`config.mk`:
```
export PLATFORM = sky130hd
export DESIGN_NAME = alu_cmd_sequencer
export DESIGN_NICKNAME = d
export VERILOG_FILES = /design/src/rtl/alu_cmd_sequencer.sv
export SDC_FILE = /design/constraint.sdc
export NUM_CORES = 1
export LEC_CHECK = 0
export ABC_AREA = 1
export CAP_MARGIN = 10
export CELL_PAD_IN_SITES_DETAIL_PLACEMENT = 2
export CELL_PAD_IN_SITES_GLOBAL_PLACEMENT = 2
export CORE_MARGIN = 2
export CORE_UTILIZATION = 34
export CTS_CLUSTER_DIAMETER = 60
export CTS_CLUSTER_SIZE = 25
export DETAILED_ROUTE_END_ITERATION = 12
export PLACE_DENSITY_LB_ADDON = 0.12
export SLEW_MARGIN = 20
export SYNTH_ARGS = -nofsm -noshare
export SYNTH_HDL_FRONTEND = slang
export SYNTH_SLANG_ARGS = --single-unit
```
`constraint.sdc`:
```
create_clock -name clk -period 2.4 [get_ports clk]
set_input_delay 0.36 -clock clk [delete_from_list [all_inputs] [get_ports clk]]
set_output_delay 0.36 -clock clk [all_outputs]
set_load 0.03 [all_outputs]
```
`src/rtl/alu_cmd_sequencer.sv`:
```
// Command sequencer in front of the 8-bit basic ALU.
// Commands are queued in a small FIFO and issued one at a time as registered ALU operands.
// The ALU outputs are captured one cycle later and offered on a result port.
// A chained command takes the last captured result as operand A, which gives accumulator behaviour.
//
// Handshake rule for both ports:
// - A transfer happens on a rising edge where valid and ready are both high.
// - cmd_ready does not depend on cmd_valid.
// - res_valid and res_* stay stable until the edge where res_ready is seen high.
module alu_cmd_sequencer #(
  parameter int DEPTH = 4,
  parameter int LW    = $clog2(DEPTH + 1)
) (
  input  logic          clk,
  input  logic          rst,
  input  logic          cmd_valid,
  output logic          cmd_ready,
  input  logic [7:0]    cmd_a,
  input  logic [7:0]    cmd_b,
  input  logic [2:0]    cmd_sel,
  input  logic          cmd_chain,
  output logic [7:0]    alu_a,
  output logic [7:0]    alu_b,
  output logic [2:0]    alu_sel,
  input  logic [7:0]    alu_result,
  input  logic          alu_zero,
  input  logic          alu_carry,
  output logic          res_valid,
  input  logic          res_ready,
  output logic [7:0]    res_data,
  output logic          res_zero,
  output logic          res_carry,
  output logic          res_illegal,
  output logic [LW-1:0] fifo_level,
  output logic [1:0]    dbg_state
);

  localparam int PW = $clog2(DEPTH);
  localparam int EW = 20;

  typedef enum logic [1:0] {
    IDLE = 2'd0,
    EXEC = 2'd1,
    DONE = 2'd2
  } state_t;

  state_t        state_q, state_d;
  logic [EW-1:0] mem [DEPTH];
  logic [PW-1:0] wr_ptr, rd_ptr;
  logic [LW-1:0] count;
  logic          full, empty, push, pop;
  logic [EW-1:0] head;
  logic [7:0]    acc_q;

  assign full       = (count == LW'(DEPTH));
  assign empty      = (count == '0);
  assign cmd_ready  = !full;
  // A pop in the same cycle never frees room for a push; push looks only at full.
  assign push       = cmd_valid && !full;
  assign fifo_level = count;
  assign head       = mem[rd_ptr];
  assign dbg_state  = state_q;

  // Command storage.
  // The pointers are a power-of-two width, so they wrap on their own.
  always_ff @(posedge clk) begin
    if (push) mem[wr_ptr] <= {cmd_chain, cmd_sel, cmd_b, cmd_a};
  end

  // FIFO pointers and occupancy.
  always_ff @(posedge clk) begin
    if (rst) begin
      wr_ptr <= '0;
      rd_ptr <= '0;
      count  <= '0;
    end else begin
      if (push) wr_ptr <= wr_ptr + PW'(1);
      if (pop)  rd_ptr <= rd_ptr + PW'(1);
      case ({push, pop})
        2'b10:   count <= count + LW'(1);
        2'b01:   count <= count - LW'(1);
        default: count <= count;
      endcase
    end
  end

  // FSM state register.
  always_ff @(posedge clk) begin
    if (rst) state_q <= IDLE;
    else     state_q <= state_d;
  end

  // Next-state logic and pop decision.
  // A pop always loads the ALU operands in the same cycle.
  always_comb begin
    state_d = state_q;
    pop     = 1'b0;
    case (state_q)
      IDLE: begin
        if (!empty) begin
          pop     = 1'b1;
          state_d = EXEC;
        end
      end
      EXEC: state_d = DONE;
      DONE: begin
        if (res_ready) begin
          if (!empty) begin
            pop     = 1'b1;
            state_d = EXEC;
          end else begin
            state_d = IDLE;
          end
        end
      end
      default: state_d = IDLE;
    endcase
  end

  // Operand load on pop, and result capture in EXEC.
  // The accumulator mirrors the held result, so a chain popped in DONE sees that result.
  always_ff @(posedge clk) begin
    if (rst) begin
      alu_a       <= '0;
      alu_b       <= '0;
      alu_sel     <= '0;
      acc_q       <= '0;
      res_valid   <= 1'b0;
      res_data    <= '0;
      res_zero    <= 1'b0;
      res_carry   <= 1'b0;
      res_illegal <= 1'b0;
    end else begin
      if (pop) begin
        alu_a   <= head[19] ? acc_q : head[7:0];
        alu_b   <= head[15:8];
        alu_sel <= head[18:16];
      end
      if (state_q == EXEC) begin
        res_data    <= alu_result;
        res_zero    <= alu_zero;
        res_carry   <= alu_carry;
        res_illegal <= (alu_sel > 3'd4);
        acc_q       <= alu_result;
        res_valid   <= 1'b1;
      end else if (state_q == DONE && res_ready) begin
        res_valid <= 1'b0;
      end
    end
  end

endmodule

```
Yosys cells after proc, flatten, opt, wreduce, memory -nomap -nowiden
Memories as Yosys holds them, arrays and structs flattened. A register that Yosys moved wholly into a read port is not among the register bits.
Index checks and enable logic that the tools add are counted.
Widths: inputs -> output; s select.
Word-level totals
  register bits: 40
  memory bits (writable): 80
  input bits: 34
  output and inout port bits: 37
  word-level logic and storage cells: 48
  memories: 1
Memory list
  mem: words 4, bits a word 20, rd ports 1, clocked after Yosys merged registers in 1, wr ports 1, RTL line 48  | logic [EW-1:0] mem [DEPTH];
Cells by class
  add/subtract/negate cells: 4
  magnitude comparators: 1
  equal/unequal tests: 7
  multiplexer cells: 15
  reduce and logical (&&, ||, !) cells: 8
Operators with widths (count)
  $mux 2: 4
  $mux 8: 1
  $mux 1: 7
  $pmux 2 s3: 1
  $pmux 3 s2: 1
  $add 2x1->2 const B: 2
  $eq 2x1->1 const B: 2
  $eq 2x2->1 const B: 2
  $ne 2x2->1 const B: 2
  $reduce_bool 2->1: 2
  $add 3x1->3 const B: 1
  $eq 3x3->1 const B: 1
  $gt 3x3->1 const B: 1
  $logic_not 3->1: 1
  $sub 3x1->3 const B: 1
  $logic_and 1x1->1: 2
  $logic_not 2->1: 1
  $pmux 1 s2: 1
  $reduce_and 2->1: 1
  $logic_not 1->1: 1

Longest topological paths before layout
  depth in word-level cells: 6
  depth in mapped cells: 13
  gate-level depth less buffers: 11

Least setup slack after synthesis
Ideal clock, no wire load.
  kind: reg2reg
  start point: register count[1], in the netlist fifo_level[1]
  end point: memory mem[0][0], enable pin
  data arrival time: 2.058 ns
  data required time: 2.003 ns
  path slack: -0.054 ns
  stages on the path, launching flop included: 5
  period minus slack after synthesis: 2.454 ns
  cells stage by stage: dfxtp_1 inv_2 nand3_1 nand2_1 nor2_1
Between the ends
  word-level cells in the longest chain between the ends: 5
RTL lines
  start, declared: RTL line 50  | logic [LW-1:0] count;
  start signal, assigned: RTL line 80  | 2'b10: count <= count + LW'(1);
  start signal, assigned: RTL line 81  | 2'b01: count <= count - LW'(1);
  start signal, assigned: RTL line 82  | default: count <= count;
  $eq 3x3->1: RTL line 55  | assign full = (count == LW'(DEPTH));
  $logic_not 1->1
  via cmd_ready: RTL line 17  | output logic cmd_ready,
  $logic_and 1x1->1: RTL line 59  | assign push = cmd_valid && !full;
  $mux 1: RTL line 67  | if (push) mem[wr_ptr] <= {cmd_chain, cmd_sel, cmd_b, cmd_a};
  $mux 1 (not written as such): RTL line 67
  end, declared: RTL line 48
The timed path passes the listed nets, and every way through them passes these cells.

Worst setup path in the final report
  start point: input res_ready
  end point: register count[2], in the netlist fifo_level[2]
Between the ends
  word-level cells in the longest chain between the ends: 4
  elaborated cells on any way between the ends: 6
  classes of those cells: eq/ne (2); mux (3); reduce/logical (1)
RTL lines
  start, declared: RTL line 29  | input logic res_ready,
  $mux 1 *: RTL line 107  | if (res_ready) begin
  $pmux 1 s2 *: RTL line 98  | case (state_q)
  $eq 2x1->1 or $eq 2x2->1 (tied branches): RTL line 79  | case ({push, pop})
  $pmux 3 s2 or $reduce_bool 2->1 (tied branches)
Mark *: on every way between the ends. The rest lies on a longest branch, timed or not.
A chain may end at the register's enable or synchronous reset.

==> results.md <==
- Clock sink count: 122
- Register area share after synthesis: 67.96%
- Max-slew violations: 0
- CP Capture Point: fifo_level[2]
- Dominant synthesized flop cell: edfxtp_1
- Pwr dens: 1323 nW/um^2
- Top-level I/O count: 71
- Final Power: 8.261 mW
- Period utilisation layout: 87.54%
- First-pass GRT wire length: 19730 um
- Final setup skew: 0.008432 ns
- Detail Route Antenna Nets: 0
- Clk Tree Root Cell: clkbuf_16
- CP required: 2.73 ns
- Most common cell in the synthesized netlist: nor2_1
- Synthesized instance count: 452
- Number of buffers created by CTS: 17
- Area delta synth->final: 30.83%
- Final min period: 2.101 ns
- Status: completed
- GP Congestion: 0.7230
- Postcts setup bufs: 0
- Asr flop ratio synth: 0%
- Leading area contributor after synthesis: edfxtp_1
- Fin Hold WS: 0.5121 ns
- Fill count: 1443
- Fin util: 45.33%
- Vias post-DR: 3518
- Critical Path AT: 2.43 ns
- Post-DP HPWL: 7934 um
- Syn_area_per_cell: 10.56 um^2
- Htree depth: 4
- Final Non-Filler Cells: 724
- DRT iter0 DRCs: 86
- Dominant cells by area after synthesis: edfxtp_1 (50%), dfxtp_1 (18%), nor2_1 (8.4%)
- Post-synth top cells: nor2_1 (107), edfxtp_1 (80), nand2_1 (60), dfxtp_1 (42), o21ai_0 (41)
- Clk buf depth: 2
- Vias in the first global route: 3855
- Reg2Reg Depth: 11
- Largest net degree at the start of global routing: 42
- Die X: 122.5 um
- Startpoint types: input port
- Post_cts resized: 0
- Crit. End Element: flop
- Core area: 13770 um^2
- CP most frequent cell: inv_1
- Syn nets: 492
- Yosys cell types: 27
- Flop and latch count out of synthesis: 122
- Routed WL: 12200 um
- Critical Path Max Stage Delay: 0.49 ns
- Final WS setup: 0.2989 ns
- Drt first pass iters: 4
- # diodes: 0
- Grt total ovfl: 0
- Worst Hold Depth: 2
- Die area: 15000 um^2
- Via-to-Cell Ratio: 4.859
- Port buffer count: 70
- Placed cell count: 692
- Critical Path Fanout Max: 3
- RSZ-0062 raised after global routing: no
- Max-Cap Viols: 0
- Lkg Pwr: 2.316 nW
- Hold_sp: rd_ptr[1]
- CTS tree: built
- Clk_lat worst skew: 0.41 ns
- Flip-flop and latch area: 3243 um^2
- Fin nets: 571
- HP Class: flop to flop
- Final hold vios: 0
- Peak Freq: 475.9 MHz
- Multi-input gate area: 1318 um^2
- DRC: 0
- R2R Setup Slk: 0.37 ns
- EDFF count, synth: 80
- Worst Max-Slew Pin Slew: 0.7937 ns
- Mapped cell area: 4772 um^2
- YS warnings: 0
- Max VDD drop: 376.3 uV
- Die H: 122.5 um
- Core Rows: 43
- Post-CTS Hold Fix Bufs: 0
- Worst reg2reg startpoint: fifo_level[2]
- CP Class: input port to flop
- Final setup fails: 0
- Share of cells above drive strength 1: 9.926%
- Initial antenna violation count: 0
- Drt wl/cell: 16.85 um
- Worst path slowest cell: clkdlybuf4s50_1
- Slew headroom: 46.89%
- Worst r2r dst: fifo_level[2]
- Initial Utilization: 34.65%
- Overall Global Routing Usage: 17.63%
- Critical-path cell list: clkdlybuf4s50_1 -> inv_1 -> a21oi_2 -> nand2_2 -> inv_2 -> ha_1 -> inv_1 -> fa_1 -> or2_2 -> nand2_1 -> o21ai_0 -> a21oi_1
- Yosys top cell area share: 50.34%
- Post-place setup slack: -0.05005 ns
- Clk pin slew, worst setup/hold paths: 0.06 ns
- Critical Path Start: res_ready
where the power goes:
group | total (mW) | leakage (nW) | switching [mW] | internal (mW)
Sequential | 2.85 | 1.08 | 0.210 | 2.64
Clock | 2.51 | 0.279 | 0.889 | 1.62
Combinational | 2.90 | 0.958 | 1.93 | 0.978
Total | 8.26 | 2.32 | 3.02 | 5.24
cell usage in the layout, fill, tap and decap left out, types with 3 or more instances in the layout:
cell	n
nor2_1	107
edfxtp_1	80
clkdlybuf4s50_1	70
nand2_1	60
dfxtp_1	42
o21ai_0	41
nand3_1	28
o21ai_1	28
clkbuf_16	17
inv_1	13
buf_4	10
a21oi_1	9
inv_2	6
ha_1	5
clkinv_2	5
clkinvlp_4	4
bufinv_16	3
layout make-up:
type,count,area share (%)
Tap cell,180,3.607
Multi-Input combinational cell,289,21.10
Timing Repair Buffer,81,12.75
Sequential cell,122,51.94
Inverter,20,1.202
Clock buffer,19,6.934
Clock inverter,13,2.465
critical path, delay by kind of cell:
family | cells | cell delay, ns
AOI/OAI and AO/OA | 3 | 0.42
buffers and inverters | 4 | 0.68
adders and majority gates | 2 | 0.51
and+or+nand+nor | 3 | 0.47
routing by layer:
layer / part of all wire [%] / vias to the layer above / track usage, %
li1: - / 1695 / -
met1: 46 / 1742 / 21.50
met2: 50 / 68 / 30.56
met3: 3.3 / 13 / 3.532
met4: 1.4 / 0 / 7.112
met5: 0 / - / 0
how the worst min path moves through the flow:
stage	endpoint
after detailed placement	fifo_level[2]
after global placement	fifo_level[2]
after global routing	rd_ptr[1]
after floorplan	flop
final	rd_ptr[1]
after CTS	rd_ptr[1]
sequential cells by signal, indices dropped and copies added, names as in the netlist, named ones only:
| name | flops |
|---|---|
| wr_ptr | 2 |
| res_carry | 1 |
| alu_b | 8 |
| rd_ptr | 2 |
| acc_q | 8 |
| dbg_state | 2 |
| res_zero | 1 |
| res_illegal | 1 |
| fifo_level | 3 |
| alu_sel | 3 |
| res_valid | 1 |
| alu_a | 8 |
| mem | 80 |
metrics by stage:
step / instance area [um^2] / setup TNS (ns)
global route: 6243 / 0
global placement: 5657 / 0
CTS: 6243 / 0
detailed placement: 5657 / -0.05005
floorplan: 4772 / -4.336
finish: 6243 / 0
cells by family (layout without fill, tap and decap cells):
family | count (synthesis) | in the layout | share of synthesized area, %
AND/OR/NAND/NOR | 199 | 199 | 16.68
flip-flops | 122 | 122 | 67.96
AO/OA/AOI/OAI | 83 | 83 | 9.020
buffers and inverters | 41 | 133 | 4.431
adder cells (fa/ha/maj) | 6 | 6 | 1.730
XOR/XNOR | 1 | 1 | 0.1836
(Power assumes the default switching activity.)
==> patch: new RTL, same settings <==
Make the reset (`rst`) asynchronous in 3 clocked blocks.
--- a/src/rtl/alu_cmd_sequencer.sv
+++ b/src/rtl/alu_cmd_sequencer.sv
@@ -70,3 +70,3 @@
   // FIFO pointers and occupancy.
-  always_ff @(posedge clk) begin
+  always_ff @(posedge clk or posedge rst) begin
     if (rst) begin
@@ -87,3 +87,3 @@
   // FSM state register.
-  always_ff @(posedge clk) begin
+  always_ff @(posedge clk or posedge rst) begin
     if (rst) state_q <= IDLE;
@@ -121,3 +121,3 @@
   // The accumulator mirrors the held result, so a chain popped in DONE sees that result.
-  always_ff @(posedge clk) begin
+  always_ff @(posedge clk or posedge rst) begin
     if (rst) begin
Formal check against the unedited RTL: differs if rst is asserted again (counterexample within 4 cycles, from zero or initial values and one cycle with rst high); with rst held inactive, the same outputs for 10 cycles.
==> patch against the original RTL <==
  * Total power is 14% higher
  * Non-clock buffer count stayed put
  * Final area is 0.66% higher
  * Sequential cell count is 2 lower
  * Fmax is 2.6% higher
  * Global-route usage is 0.18 points lower
  * Worst setup slack better by 0.052 ns
  * Synthesized area is 1.4% higher
  * Sequential power is 10% higher
  * Wire length is 0.11% lower
  * Hold slack worse by 0.13 ns
  * Largest power group unchanged
==> patch: results <==
export IMPL_r2r_start="fifo_level[1]"
export IMPL_arrival_ns=1.69
export IMPL_clock_skew_ns=0.008839
export IMPL_dp_slack_ns=0.1146
export IMPL_reg2reg_to="fifo_level[2]"
export IMPL_reg2reg_depth=9
export IMPL_placed_cell_area_um2=5719
export IMPL_grt_pass1_vias=3695
export IMPL_grt_pass1_wl_um=19490
export IMPL_drive_gt1_frac=0.08829
export IMPL_ys_types=24
export IMPL_hpwl_um=7600
export IMPL_final_nets=549
export IMPL_max_slew_margin=0.6067
export IMPL_ff2ff_setup_slack_ns=0.39
export IMPL_syn_instance_count=428
export IMPL_leakage_nw=2.538
export IMPL_drt_iter0_drc=128
export IMPL_outcome="finished, final reports clean"
export IMPL_netlist_top_cells_area="edfxtp_1 50%, dfrtp_1 21%, nand2_1 9.3%, nand3_1 3.5%, o21ai_0 3.4%"
export IMPL_wl_per_cell_um=17.38
export IMPL_synth_common_cells="120 x nand2_1, 80 x edfxtp_1, 43 x nor2_1"
export IMPL_synth_nets=468
export IMPL_final_cell_count_no_fill=701
export IMPL_p_int_mw=5.753
export IMPL_placedCellCount=670
export IMPL_final_common_cell="nand2_1"
export IMPL_place_congestion=0.7185
## patch: cell count changes in the layout (fill, tap and decap cells not counted), moves of 5 or more
cell      delta
dfxtp_1     -42
nand2_1     +60
a21oi_1      -7
inv_1       +10
dfrtp_1     +40
clkinv_1     +5
nand3_1      +6
o21ai_1     -15
nor2_1      -64
o21ai_0      -8
## patch: kinds of logic after synthesis
logic type,share of synthesized area
adders and majority gates,0.01707
xor gates and xnor gates,0.005433
DFF,0.7036
AOI/OAI and AO/OA,0.05277
buffers and inverters,0.04760
and+or+nand+nor,0.1736
## patch: worst max path at each step
stage | startpoint | endpoint | slack [ns] | depth (start not counted)
after floorplan | fifo_level[1] | mem[0][0] | -0.03 | 4
after global placement | res_ready | fifo_level[2] | 0.14 | 11
after detailed placement | res_ready | fifo_level[2] | 0.11 | 11
after CTS | fifo_level[1] | cmd_ready | 0.32 | 3
after global routing | fifo_level[1] | fifo_level[2] | 0.18 | 9
final | fifo_level[1] | cmd_ready | 0.35 | 3
## patch: through the flow
step                hold WS, ns  setup TNS, ns
floorplan                0.4589         -2.757
CTS                      0.4109              0
global route             0.4627              0
finish                   0.3838              0
detailed placement       0.4673              0
global placement         0.4574              0
## patch: cell type report
type / instances / area, µm²
Clock buffer: 18 / 429.2
Tap cell: 180 / 225.2
Timing Repair Buffer: 81 / 783.3
Clock inverter: 13 / 136.4
Sequential cell: 120 / 3403
Multi-Input combinational cell: 262 / 1204
Inverter: 27 / 103.9
Fill cell: 1420 / 7596
## patch: per-layer routing
layer	track usage	vias up	share of wire	wire length, µm
met5	0	-	0	0
met4	0.07244	0	0.016	193
met3	0.03644	11	0.043	518
met2	0.2840	71	0.47	5767
met1	0.2272	1669	0.47	5704
li1	-	1595	-	-
## patch: critical path, delay by kind of cell, from the launching register on
family,cells,cell delay [ns]
simple gates,1,0.12
flops,1,0.37
buf+inv,2,0.77
## patch: power by group through the flow
stage / clock, mW / sequential, mW / combinational [mW]
6_report: 2.46 / 3.14 / 3.81
3_5_place_dp: 0 / 3.19 / 3.84
3_3_place_gp: 0 / 3.14 / 3.73
4_1_cts: 2.51 / 3.15 / 3.90
5_1_grt: 2.58 / 3.21 / 4.31
2_1_floorplan: 0 / 3.72 / 1.90
